### src/rtl/clk_edge_monitor.sv
// Fast-domain monitor for a slow clock: synchronises clk_in, emits rise/fall
// enable pulses, measures the rise-to-rise period and tracks lock/loss status.
module clk_edge_monitor #(
  parameter int SYNC_STAGES = 2,
  parameter int CNT_W       = 8,
  parameter int TIMEOUT     = 16
) (
  input  logic             clk,
  input  logic             rst,
  input  logic             clk_in,
  output logic             rise_pulse,
  output logic             fall_pulse,
  output logic [CNT_W-1:0] period,
  output logic             period_valid,
  output logic             locked,
  output logic             lost
);

  typedef enum logic [1:0] {
    IDLE    = 2'd0,
    ACQUIRE = 2'd1,
    LOCKED  = 2'd2,
    LOST    = 2'd3
  } state_t;

  localparam logic [CNT_W-1:0] CNT_MAX = {CNT_W{1'b1}};
  localparam logic [CNT_W-1:0] CNT_ONE = CNT_W'(1);
  localparam logic [CNT_W-1:0] TO_VAL  = CNT_W'(TIMEOUT);
  localparam logic [CNT_W-1:0] TO_LAST = CNT_W'(TIMEOUT - 1);

  logic [SYNC_STAGES-1:0] sync;
  logic                   prev;
  logic                   sync_out;
  logic                   rise;
  logic                   fall;
  logic                   edge_seen;
  logic                   tracking;
  logic                   timeout_hit;
  logic [CNT_W-1:0]       pcnt;
  logic [CNT_W-1:0]       tcnt;
  state_t                 state;
  state_t                 state_next;

  assign sync_out  = sync[SYNC_STAGES-1];
  assign rise      = sync_out & ~prev;
  assign fall      = ~sync_out & prev;
  assign edge_seen = rise | fall;
  assign tracking  = (state == ACQUIRE) || (state == LOCKED);
  // The incrementing tick that would bring tcnt to TIMEOUT; a coincident edge wins.
  assign timeout_hit = tracking && !edge_seen && (tcnt >= TO_LAST);

  // Synchroniser chain and previous-sample flop
  always_ff @(posedge clk) begin
    if (rst) begin
      sync <= '0;
      prev <= 1'b0;
    end else begin
      sync <= {sync[SYNC_STAGES-2:0], clk_in};
      prev <= sync_out;
    end
  end

  // Period counter: restarts at 1 on each rise, saturates at all-ones
  always_ff @(posedge clk) begin
    if (rst) begin
      pcnt <= '0;
    end else if (rise) begin
      pcnt <= CNT_ONE;
    end else if (pcnt != CNT_MAX) begin
      pcnt <= pcnt + CNT_ONE;
    end
  end

  // Timeout counter: only runs while acquiring or locked
  always_ff @(posedge clk) begin
    if (rst) begin
      tcnt <= '0;
    end else if (!tracking || edge_seen) begin
      tcnt <= '0;
    end else if (tcnt < TO_VAL) begin
      tcnt <= tcnt + CNT_ONE;
    end
  end

  // State register
  always_ff @(posedge clk) begin
    if (rst) begin
      state <= IDLE;
    end else begin
      state <= state_next;
    end
  end

  // Next-state logic
  always_comb begin
    state_next = state;
    case (state)
      IDLE: begin
        if (rise) state_next = ACQUIRE;
        else      state_next = IDLE;
      end
      ACQUIRE: begin
        if (rise)             state_next = LOCKED;
        else if (timeout_hit) state_next = LOST;
        else                  state_next = ACQUIRE;
      end
      LOCKED: begin
        if (timeout_hit) state_next = LOST;
        else             state_next = LOCKED;
      end
      LOST: begin
        if (rise) state_next = ACQUIRE;
        else      state_next = LOST;
      end
      default: state_next = IDLE;
    endcase
  end

  // Registered outputs, aligned with the state update
  always_ff @(posedge clk) begin
    if (rst) begin
      rise_pulse   <= 1'b0;
      fall_pulse   <= 1'b0;
      period       <= '0;
      period_valid <= 1'b0;
      locked       <= 1'b0;
      lost         <= 1'b0;
    end else begin
      rise_pulse   <= rise;
      fall_pulse   <= fall;
      period_valid <= rise && tracking;
      if (rise && tracking) begin
        period <= pcnt;
      end
      locked <= (state_next == LOCKED);
      lost   <= (state_next == LOST);
    end
  end

endmodule
### config.mk
export PLATFORM = sky130hd
export DESIGN_NAME = clk_edge_monitor
export DESIGN_NICKNAME = d
export VERILOG_FILES = /design/src/rtl/clk_edge_monitor.sv
export SDC_FILE = /design/constraint.sdc
export NUM_CORES = 1
export LEC_CHECK = 0
export ABC_AREA = 1
export BUFFER_PORTS_ARGS = -buffer_cell sky130_fd_sc_hd__buf_4
export CAP_MARGIN = 20
export CELL_PAD_IN_SITES_DETAIL_PLACEMENT = 0
export CELL_PAD_IN_SITES_GLOBAL_PLACEMENT = 1
export CORE_ASPECT_RATIO = 0.8
export CORE_MARGIN = 4
export CORE_UTILIZATION = 41
export CTS_BUF_LIST = sky130_fd_sc_hd__clkbuf_16
export DETAILED_ROUTE_END_ITERATION = 6
export GPL_TIMING_DRIVEN = 0
export PLACE_DENSITY = 0.83
export SKIP_LAST_GASP = 1
export SLEW_MARGIN = 20
export SYNTH_ARGS = -nofsm -noshare
export SYNTH_HDL_FRONTEND = slang
export SYNTH_SLANG_ARGS = --single-unit
### constraint.sdc
create_clock -name clk -period 1.9 [get_ports clk]
set_clock_uncertainty 0.1 [all_clocks]
set_input_delay 0.095 -clock clk [delete_from_list [all_inputs] [get_ports clk]]
set_output_delay 0.095 -clock clk [all_outputs]
set_load 0.1 [all_outputs]
==> impl_metrics.yaml <==
synthesis:
  synth_top_area_frac: 0.4928
  synth.area.top_cells: "dfxtp_1, nor2_1, ha_1, inv_1, nand2_1"
  syn-num-nets: 184
  ys_seq_elements: 34
  synth_cells: 173
  yosysSeqAreaShare: 0.4928
  ys_types: 20
  synth_area_sq_um: 1381
  yosys.area.top_type: "dfxtp_1"
  yosysWarningCount: 0
  syn_avg_cell_area_sq_um: 7.985
timing:
  setup_viol: 0
  tightest_slew_ns: 0.2818
  slew_headroom: 0.8136
  fmax_ghz: 0.6372
  hold_slack_ns: 0.01780
  timing.setup.tns_ns: 0
  hold_violations: 0
  rsz0062_at_grt: "no"
  timing.final.crit_share: 0.8260
  slew_viol_final: 0
  fin_crit_ns: 1.569
die:
  start_util: 0.4381
  pin_count: 16
  die_w_um: 72.90
  fp.dieH_um: 59.92
  fp-row-count: 18
  core_area_sq_um: 3153
  die_area_sq_um: 4368
routing:
  routed_wl_um: 2545
  first_pass_iters: 4
  met1_length_um: 1206
  route.met3.wl_um: 161
  drc: 0
  vias: 1130
  ant_nets: 0
  detail_route.wl_per_cell_um: 10.74
  viasPerCell: 4.768
  wl_met2_um: 1135
  dr.first_iter.drc_count: 45
  dr.max_layer_used: "met4"
setup_path:
  cp_common_cell: "inv_1"
  criticalPathCategory: "reg2reg"
  cpMaxStageDelayCell: "dfxtp_1"
  crit_arrival_ns: 1.63
  r2r-start: "state[0]$_SDFF_PP0_"
  max_stage_delay_ns: 0.35
  endpoint_kind: "flip-flop"
  cp_max_fo: 10
  cp_top_family: "flip-flops"
  start_kind: "flip-flop"
  path_cells: "inv_1 > ha_1 > nand2_1 > inv_1 > buf_4 > o21ai_0 > a21oi_1"
  cp-startpoint: "state[0]$_SDFF_PP0_"
  worst-path-buf-inv: 3
  cp.required_ns: 1.96
cells_and_area:
  fillCellCount: 304
  final_common_cell: "nor2_1"
  drive_above_1_share: 0.1421
  nNetsFinal: 207
  final_cells: 237
  final_util: 0.5361
  final_cell_mix: "nor2_1, dfxtp_1, inv_1"
  diodes: 0
  area_growth_pct: 22.37
cts:
  cts-htree-levels: 2
  clock-sinks: 34
  cts.clk_slew.worst_paths_ns: 0.05
  cts_setup_buffers: 0
  cts_made_buffers: 5
  cts_tree: "done"
  insertion_delay_ns: 0.27
  cts-root-buf: "clkbuf_16"
  clockBufferDepth: 2
placement:
  numPlacedInstances: 228
  portBuffers: 15
  gp_congestion: 0.8533
  post-dp-hpwl_um: 1886
global_route:
  grt_usage: 0.1385
  grt_pass1_vias: 1065
  grt_pass1_wl_um: 4567
  overflow: 0
  antenna_found_initial: 0
  grt_max_degree: 11
hold_path:
  hp-start: "rst"
  hold_class: "in2reg"
flow_run:
  maxCapViolCount: 0
outcome:
  outcome: "finished clean"
power_and_ir_drop:
  p_leak_nw: 0.7378
  powerDensity_nw_per_um2: 923.7
  peakVddDrop_uv: 541.4
-- kinds of logic after synthesis --
group           share of synthesized area
fa+ha+maj                         0.07247
compound gates                     0.1096
xor+xnor                          0.02537
flops                              0.4928
buf+inv                           0.07971
simple gates                       0.2201
-- routing by layer --
layer	global-route usage	vias up
met3	0.04538	4
li1	-	593
met1	0.1622	501
met2	0.2275	32
met5	0	-
met4	0.07105	0
-- worst reg2reg max path: cells and delay by family (launching register included) --
kind	cells	cell delay (ns)
buffers and inverters	3	0.33
AO/OA/AOI/OAI	2	0.21
flip-flops	1	0.35
AND/OR/NAND/NOR	1	0.15
adder cells (fa/ha/maj)	1	0.32
-- per-stage QoR --
| step | total power, mW | cell area, sq um | setup WS (ns) |
|---|---|---|---|
| finish | 1.561 | 1690 | 0.3307 |
| global placement | 0.8346 | 1544 | 0.3551 |
| global route | 1.634 | 1690 | 0.2258 |
| floorplan | 0.8151 | 1381 | 0.4769 |
| CTS | 1.588 | 1690 | 0.3138 |
| detailed placement | 0.8372 | 1544 | 0.3338 |
-- registers in the layout, indices dropped and copies added, names as in the netlist, 2 cells and up --
name,count
state,2
sync,2
tcnt,8
period,8
pcnt,8
-- Yosys cell counts (all sizes together) --
| cell type | count |
|---|---|
| a21oi | 12 |
| inv | 26 |
| nor2 | 37 |
| nand2 | 20 |
| xnor2 | 3 |
| nand3 | 8 |
| nand4 | 2 |
| xor2 | 1 |
| o21ai | 12 |
| a211oi | 1 |
| buf | 2 |
| or2 | 2 |
| dfxtp | 34 |
| nor3 | 2 |
| ha | 8 |
| a31oi | 3 |
-- cell type report --
| cell class | instances | area, sq um | share of cell area |
|---|---|---|---|
| Clock inverter | 3 | 11.26 | 0.006662 |
| Timing Repair Buffer | 16 | 122.6 | 0.07254 |
| Clock buffer | 5 | 125.1 | 0.07402 |
| Sequential cell | 34 | 680.7 | 0.4027 |
| Buffer | 2 | 12.51 | 0.007402 |
| Tap cell | 40 | 50.05 | 0.02961 |
| Multi-Input combinational cell | 111 | 590.6 | 0.3494 |
| Inverter | 26 | 97.59 | 0.05774 |
-- timing repair --
action	in CTS	in global routing
hold buffers	1	0
gates resized for setup	0	0
hold endpoints to repair	1	0
-- path summary, 6_finish.rpt --
check	to	slack, ns	cells after the start
max	period[0]$_SDFFE_PP0P_	0.33	7
min	pcnt[5]$_SDFFE_PP0P_	0.02	4
max reg2reg	period[0]$_SDFFE_PP0P_	0.33	7
min reg2reg	sync[1]$_SDFF_PP0_	0.31	2
-- report_power, final --
group          leakage, nW  switching, mW  internal (mW)  total (mW)
clock               0.0663          0.266          0.470       0.736
combinational        0.396         0.0588         0.0270      0.0857
sequential           0.275         0.0122          0.727       0.739
Note: power is estimated with default switching activity, not from simulation.
